<file path="src/rtl/cache_req_sequencer.sv">
// cache_req_sequencer: CPU-side front end for the three-level cache system.
// Queues read/write requests in a small FIFO, issues them one at a time,
// waits for completion (or times out), and reports data, latency and
// running statistics used for AMAT measurement.
module cache_req_sequencer #(
    parameter int ADDR_LENGTH = 15,
    parameter int DEPTH       = 4,
    parameter int LAT_W       = 16,
    parameter int TIMEOUT     = 8191
) (
    input  logic                   clock,
    input  logic                   reset,
    input  logic                   reqValid,
    output logic                   reqReady,
    input  logic [ADDR_LENGTH-1:0] reqAddr,
    input  logic                   reqWrite,
    input  logic [31:0]            reqData,
    output logic [ADDR_LENGTH-1:0] addrIn,
    output logic                   enableIn,
    output logic                   writeIn,
    output logic [31:0]            dataIn,
    input  logic                   requestComplete,
    input  logic [31:0]            dataOut,
    output logic                   respValid,
    output logic [ADDR_LENGTH-1:0] respAddr,
    output logic                   respWrite,
    output logic [31:0]            respData,
    output logic [LAT_W-1:0]       respLatency,
    output logic                   respError,
    output logic [31:0]            reqCount,
    output logic [31:0]            cycleTotal,
    output logic                   busy
);

    localparam int PTR_W = (DEPTH > 1) ? $clog2(DEPTH) : 1;
    localparam int CNT_W = PTR_W + 1;
    localparam logic [CNT_W-1:0] FULL_COUNT  = CNT_W'(DEPTH);
    localparam logic [LAT_W-1:0] TIMEOUT_LAT = LAT_W'(TIMEOUT);

    typedef enum logic [1:0] {
        IDLE = 2'd0,
        BUSY = 2'd1,
        DONE = 2'd2
    } stateType;

    logic [ADDR_LENGTH-1:0] fifoAddr  [DEPTH];
    logic                   fifoWrite [DEPTH];
    logic [31:0]            fifoData  [DEPTH];
    logic [PTR_W-1:0]       wrPtrQ, rdPtrQ;
    logic [CNT_W-1:0]       countQ;

    stateType               stateQ, stateD;
    logic [ADDR_LENGTH-1:0] addrQ, addrD;
    logic                   writeQ, writeD;
    logic [31:0]            dataQ, dataD;
    logic                   enableQ, enableD;
    logic [LAT_W-1:0]       latQ, latD;
    logic                   respValidQ, respValidD;
    logic [ADDR_LENGTH-1:0] respAddrQ, respAddrD;
    logic                   respWriteQ, respWriteD;
    logic [31:0]            respDataQ, respDataD;
    logic [LAT_W-1:0]       respLatencyQ, respLatencyD;
    logic                   respErrorQ, respErrorD;
    logic [31:0]            reqCountQ, reqCountD;
    logic [31:0]            cycleTotalQ, cycleTotalD;

    logic                   full;
    logic                   push;
    logic                   pop;
    logic [32:0]            totalSum;

    // Acceptance depends only on fullness, so a pop cannot make room for a same-cycle push.
    assign full     = (countQ == FULL_COUNT);
    assign push     = reqValid && !full;
    assign pop      = (stateQ == IDLE) && (countQ != '0);
    assign totalSum = {1'b0, cycleTotalQ} + 33'(latQ);

    // FIFO storage; contents are don't-care while the entry is not counted.
    always_ff @(posedge clock) begin
        if (push) begin
            fifoAddr[wrPtrQ]  <= reqAddr;
            fifoWrite[wrPtrQ] <= reqWrite;
            fifoData[wrPtrQ]  <= reqData;
        end
    end

    // FIFO pointers and occupancy; pointers wrap naturally since DEPTH is a power of two.
    always_ff @(posedge clock or negedge reset) begin
        if (!reset) begin
            wrPtrQ <= '0;
            rdPtrQ <= '0;
            countQ <= '0;
        end else begin
            if (push) wrPtrQ <= wrPtrQ + PTR_W'(1);
            if (pop)  rdPtrQ <= rdPtrQ + PTR_W'(1);
            if (push && !pop)      countQ <= countQ + CNT_W'(1);
            else if (!push && pop) countQ <= countQ - CNT_W'(1);
        end
    end

    // FSM state register.
    always_ff @(posedge clock or negedge reset) begin
        if (!reset) stateQ <= IDLE;
        else        stateQ <= stateD;
    end

    // Next state, issue/hold of the cache request, and response/statistics updates.
    always_comb begin
        stateD       = stateQ;
        addrD        = addrQ;
        writeD       = writeQ;
        dataD        = dataQ;
        enableD      = enableQ;
        latD         = latQ;
        respValidD   = 1'b0;
        respAddrD    = respAddrQ;
        respWriteD   = respWriteQ;
        respDataD    = respDataQ;
        respLatencyD = respLatencyQ;
        respErrorD   = respErrorQ;
        reqCountD    = reqCountQ;
        cycleTotalD  = cycleTotalQ;
        case (stateQ)
            IDLE: begin
                if (pop) begin
                    stateD  = BUSY;
                    addrD   = fifoAddr[rdPtrQ];
                    writeD  = fifoWrite[rdPtrQ];
                    dataD   = fifoData[rdPtrQ];
                    enableD = 1'b1;
                    latD    = LAT_W'(1);
                end
            end
            BUSY: begin
                if (requestComplete || (latQ == TIMEOUT_LAT)) begin
                    stateD       = DONE;
                    enableD      = 1'b0;
                    respValidD   = 1'b1;
                    respAddrD    = addrQ;
                    respWriteD   = writeQ;
                    respErrorD   = !requestComplete;
                    respDataD    = (requestComplete && !writeQ) ? dataOut : 32'd0;
                    respLatencyD = latQ;
                    reqCountD    = (reqCountQ == 32'hFFFF_FFFF) ? reqCountQ : reqCountQ + 32'd1;
                    cycleTotalD  = totalSum[32] ? 32'hFFFF_FFFF : totalSum[31:0];
                end else begin
                    latD = latQ + LAT_W'(1);
                end
            end
            DONE: begin
                stateD = IDLE;
            end
            default: begin
                stateD = IDLE;
            end
        endcase
    end

    // Datapath and output registers.
    always_ff @(posedge clock or negedge reset) begin
        if (!reset) begin
            addrQ        <= '0;
            writeQ       <= 1'b0;
            dataQ        <= '0;
            enableQ      <= 1'b0;
            latQ         <= '0;
            respValidQ   <= 1'b0;
            respAddrQ    <= '0;
            respWriteQ   <= 1'b0;
            respDataQ    <= '0;
            respLatencyQ <= '0;
            respErrorQ   <= 1'b0;
            reqCountQ    <= '0;
            cycleTotalQ  <= '0;
        end else begin
            addrQ        <= addrD;
            writeQ       <= writeD;
            dataQ        <= dataD;
            enableQ      <= enableD;
            latQ         <= latD;
            respValidQ   <= respValidD;
            respAddrQ    <= respAddrD;
            respWriteQ   <= respWriteD;
            respDataQ    <= respDataD;
            respLatencyQ <= respLatencyD;
            respErrorQ   <= respErrorD;
            reqCountQ    <= reqCountD;
            cycleTotalQ  <= cycleTotalD;
        end
    end

    assign reqReady    = !full;
    assign addrIn      = addrQ;
    assign enableIn    = enableQ;
    assign writeIn     = writeQ;
    assign dataIn      = dataQ;
    assign respValid   = respValidQ;
    assign respAddr    = respAddrQ;
    assign respWrite   = respWriteQ;
    assign respData    = respDataQ;
    assign respLatency = respLatencyQ;
    assign respError   = respErrorQ;
    assign reqCount    = reqCountQ;
    assign cycleTotal  = cycleTotalQ;
    assign busy        = (stateQ != IDLE);

endmodule
</file>
<file path="config.mk">
export PLATFORM = sky130hd
export DESIGN_NAME = cache_req_sequencer
export DESIGN_NICKNAME = d
export VERILOG_FILES = /design/src/rtl/cache_req_sequencer.sv
export SDC_FILE = /design/constraint.sdc
export NUM_CORES = 1
export LEC_CHECK = 0
export CAP_MARGIN = 20
export CORE_MARGIN = 4
export CORE_UTILIZATION = 45
export DETAILED_ROUTE_END_ITERATION = 10
export PLACE_DENSITY = 0.7
export SETUP_SLACK_MARGIN = 0.15
export SLEW_MARGIN = 15
export SYNTH_ARGS = -nofsm -noshare
export SYNTH_HDL_FRONTEND = slang
export SYNTH_SLANG_ARGS = --single-unit
</file>
<file path="constraint.sdc">
create_clock -name clock -period 3.1 [get_ports clock]
set_input_delay 0.465 -clock clock [delete_from_list [all_inputs] [get_ports clock]]
set_output_delay 0.465 -clock clock [all_outputs]
set_load 0.02 [all_outputs]
</file>
==> flow_summary.toml <==
[outcome]
outcome = "complete, no violations"

[timing]
slew_headroom = 0.339
post-route-period-util = 0.872
fin_skew_ps = 19.8
maxSlewViolCount = 0
timing.final.ws_setup_ps = 396
fmax_mhz = 370
layout_min_cycle_time_ps = 2700
setup_tns_ps = 0
rsz0062_at_grt = "false"
finalHoldViolations = 0
worst_pin_slew_ps = 992
finalSetupViolCount = 0

[routing]
drt_pass1_iterations = 5
wire_per_inst_um = 19.9
viasPerCell = 5.40
vias = 10484
drtIter0Drc = 743
ant_nets = 0
drt_wl_total_um = 38700
drc_errors = 0

[cts]
clockBufferDepth = 3
htreeDepth = 2
cts_setup_buffers = 0
cts_inserted_buffers = 42
insertion_delay_ps = 560
cts_tree = "yes"
numClockSinks = 396
clockRootBuffer = "clkbuf_16"
clk_pin_slew_worst_paths_ps = 60

[floorplanning]
rows = 69
die_y_um = 199
ios = 265
dieArea_um2 = 39500
initial_core_util = 0.458
fp.coreArea_um2 = 35700
die-width_um = 199

[synth]
yosysSeqAreaShare = 0.664
synth_warnings = 0
synth_flop_cell = "dfrtp_1"
synth_edf_count = 192
syn-num-nets = 1267
synthTopCellsByArea = "edfxtp_1 35%, dfrtp_1 31%, mux4_2 6.6%, nand2_1 4.8%, mux2_2 3.7%"
syn_inst = 1158
async_flop_share = 0.515
synth.cells.most_frequent = "209 x nand2_1, 204 x dfrtp_1, 192 x edfxtp_1"
syn_avg_cell_area_um2 = 14.1
yosysTopAreaCell = "edfxtp_1"
netlist_area_um2 = 16400
yosysMostFrequentCell = "nand2_1"
synth_cell_types = 62
yosysTopAreaCellShare = 0.352
yosys_register_bits = 396

[worst_setup_path]
r2r-start = "latQ[0]$_DFFE_PN0P_"
critical_path.slowest_cell = "a2111oi_2"
cp-startpoint = "latQ[0]$_DFFE_PN0P_"
start_kind = "flip-flop"
slowest_delay_ps = 590
worstPathBufferInverterCount = 0
worstPathMaxFanout = 7
critical_path_class = "reg2reg"
worstPathCellList = "ha_1, fa_1, nand3_1, a211oi_1, o21bai_2, a2111oi_2, nor3_1, or2_2"
cp.depth = 8
r2r_slack_ps = 400
worstPathRequired_ps = 3530
reg2reg_depth = 8
crit_end = "cycleTotal[18]$_DFFE_PN0P_"
r2r_end = "cycleTotal[18]$_DFFE_PN0P_"
critical_path.top_delay_family = "compound AO/OA/AOI/OAI gates"
critPathCaptureType = "flip-flop"
arrival_ps = 3130

[placed_design]
place_congestion = 0.877
place.detailed.hpwl_um = 25700
port_buffers = 264
preCtsSetupSlack_ps = 316
placedCellCount = 1864

[hold_path]
hp-class = "in2reg"

[global_routing]
antenna_found_initial = 3
top_usage_layer = "met2"
overflow = 0
gr-usage-all-layers = 0.193
met2_usage = 0.311
grt_util_met3 = 0.0540
grt_start_max_net_pins = 81
use_met1 = 0.259
grt_pass1_wl_um = 60100
grt_pass1_vias = 10570

[power_and_ir_drop]
power_w = 0.0201
power_density_nw_per_um2 = 949
power.leakage_nw = 8.39
ir_worst_vdd_mv = 0.650

[layout]
syn2layout_area_growth_pct = 29.8
stdcell_count = 1943
finalNetCount = 1557
drive_above_1_share = 0.151

[flow_run]
cap_violations = 0
per-stage QoR:
step | instance area [um2] | util | hold WS (ps)
global placement | 19700 | 0.552 | 449
finish | 21200 | 0.594 | 453
CTS | 21200 | 0.594 | 427
global route | 21200 | 0.594 | 438
floorplan | 16400 | - | 169
detailed placement | 19700 | 0.552 | 455
tightest hold or removal path, cell delays in order:
cell             delay, ps
clkdlybuf4s50_1        400
nand3_1                 60
nand2_1                 50
where the power goes:
group | switching (W) | internal (W) | leakage [nW] | total, W
Combinational | 0.00368 | 0.00337 | 3.34 | 0.00705
Clock | 0.00212 | 0.00320 | 0.720 | 0.00532
Sequential | 0.000823 | 0.00695 | 4.34 | 0.00777
Total | 0.00663 | 0.0135 | 8.39 | 0.0201
state kept, by name, indices dropped and copies added (netlist names):
| register | cells |
|---|---|
| writeIn | 1 |
| respData | 32 |
| fifoData | 128 |
| reqCount | 32 |
| fifoAddr | 60 |
| wrPtrQ | 2 |
| addrIn | 15 |
| latQ | 16 |
| respError | 1 |
| countQ | 3 |
| respAddr | 15 |
| dataIn | 32 |
| fifoWrite | 4 |
| respValid | 1 |
| stateQ | 2 |
| respWrite | 1 |
| cycleTotal | 32 |
| respLatency | 16 |
| rdPtrQ | 2 |
| enableIn | 1 |
what timing repair did:
action / CTS / global route
hold endpoints to repair: 77 / 0
setup endpoints to repair: 0 / 14
resized for setup: 0 / 1
hold buffers: 1 / 0
per-layer routing:
| metal | up-vias | share of wire |
|---|---|---|
| met1 | 5247 | 0.42 |
| li1 | 4860 | - |
| met2 | 316 | 0.48 |
| met4 | 2 | 0.023 |
| met3 | 59 | 0.079 |
| met5 | - | 0.00028 |
area by class of cell:
cell class,instances,area (um2)
repair buffers,296,2990
diodes,2,5.00
clock buffers,50,1120
multi-input cells,702,5280
flip-flops and latches,396,10900
fillers,2848,14500
inverters,10,38.8
clock inverters,26,354
well taps,461,577
kinds of logic (layout without fill, tap and decap cells):
logic type | after synthesis | in the layout | share of synthesized area
AOI/OAI and AO/OA | 103 | 103 | 0.0456
xor gates and xnor gates | 65 | 65 | 0.0348
adders and majority gates | 25 | 25 | 0.0200
buffers and inverters | 60 | 382 | 0.0150
DFF | 396 | 396 | 0.664
muxes | 102 | 102 | 0.103
other | 0 | 2 | 0
and+or+nand+nor | 407 | 407 | 0.117
cells in the final DEF (no fill, tap or decap), types with 19 or more instances in the layout:
cell,count
clkbuf_16,42
mux2_2,54
a21oi_1,21
dfrtp_1,202
nor3_1,19
nor2_1,39
buf_4,23
xor2_1,33
mux4_2,48
edfxtp_1,192
nand2_1,208
clkdlybuf4s50_1,263
nand3_1,56
ha_1,23
xnor2_1,32
worst min path at each step:
| stage | cells past startpoint | start | slack [ps] | endpoint |
|---|---|---|---|---|
| final | 3 | dataOut[4] | 450 | respData[4]$_DFFE_PN0P_ |
| after global routing | 3 | dataOut[30] | 440 | respData[30]$_DFFE_PN0P_ |
| after CTS | 3 | dataOut[30] | 430 | respData[30]$_DFFE_PN0P_ |
| after detailed placement | 2 | respData[24]$_DFFE_PN0P_ | 450 | respData[24]$_DFFE_PN0P_ |
| after global placement | 2 | respData[14]$_DFFE_PN0P_ | 450 | respData[14]$_DFFE_PN0P_ |
| after floorplan | 0 | reset | 170 | addrIn[0]$_DFFE_PN0P_ |
No activity file was read; power rests on OpenSTA's default activity.
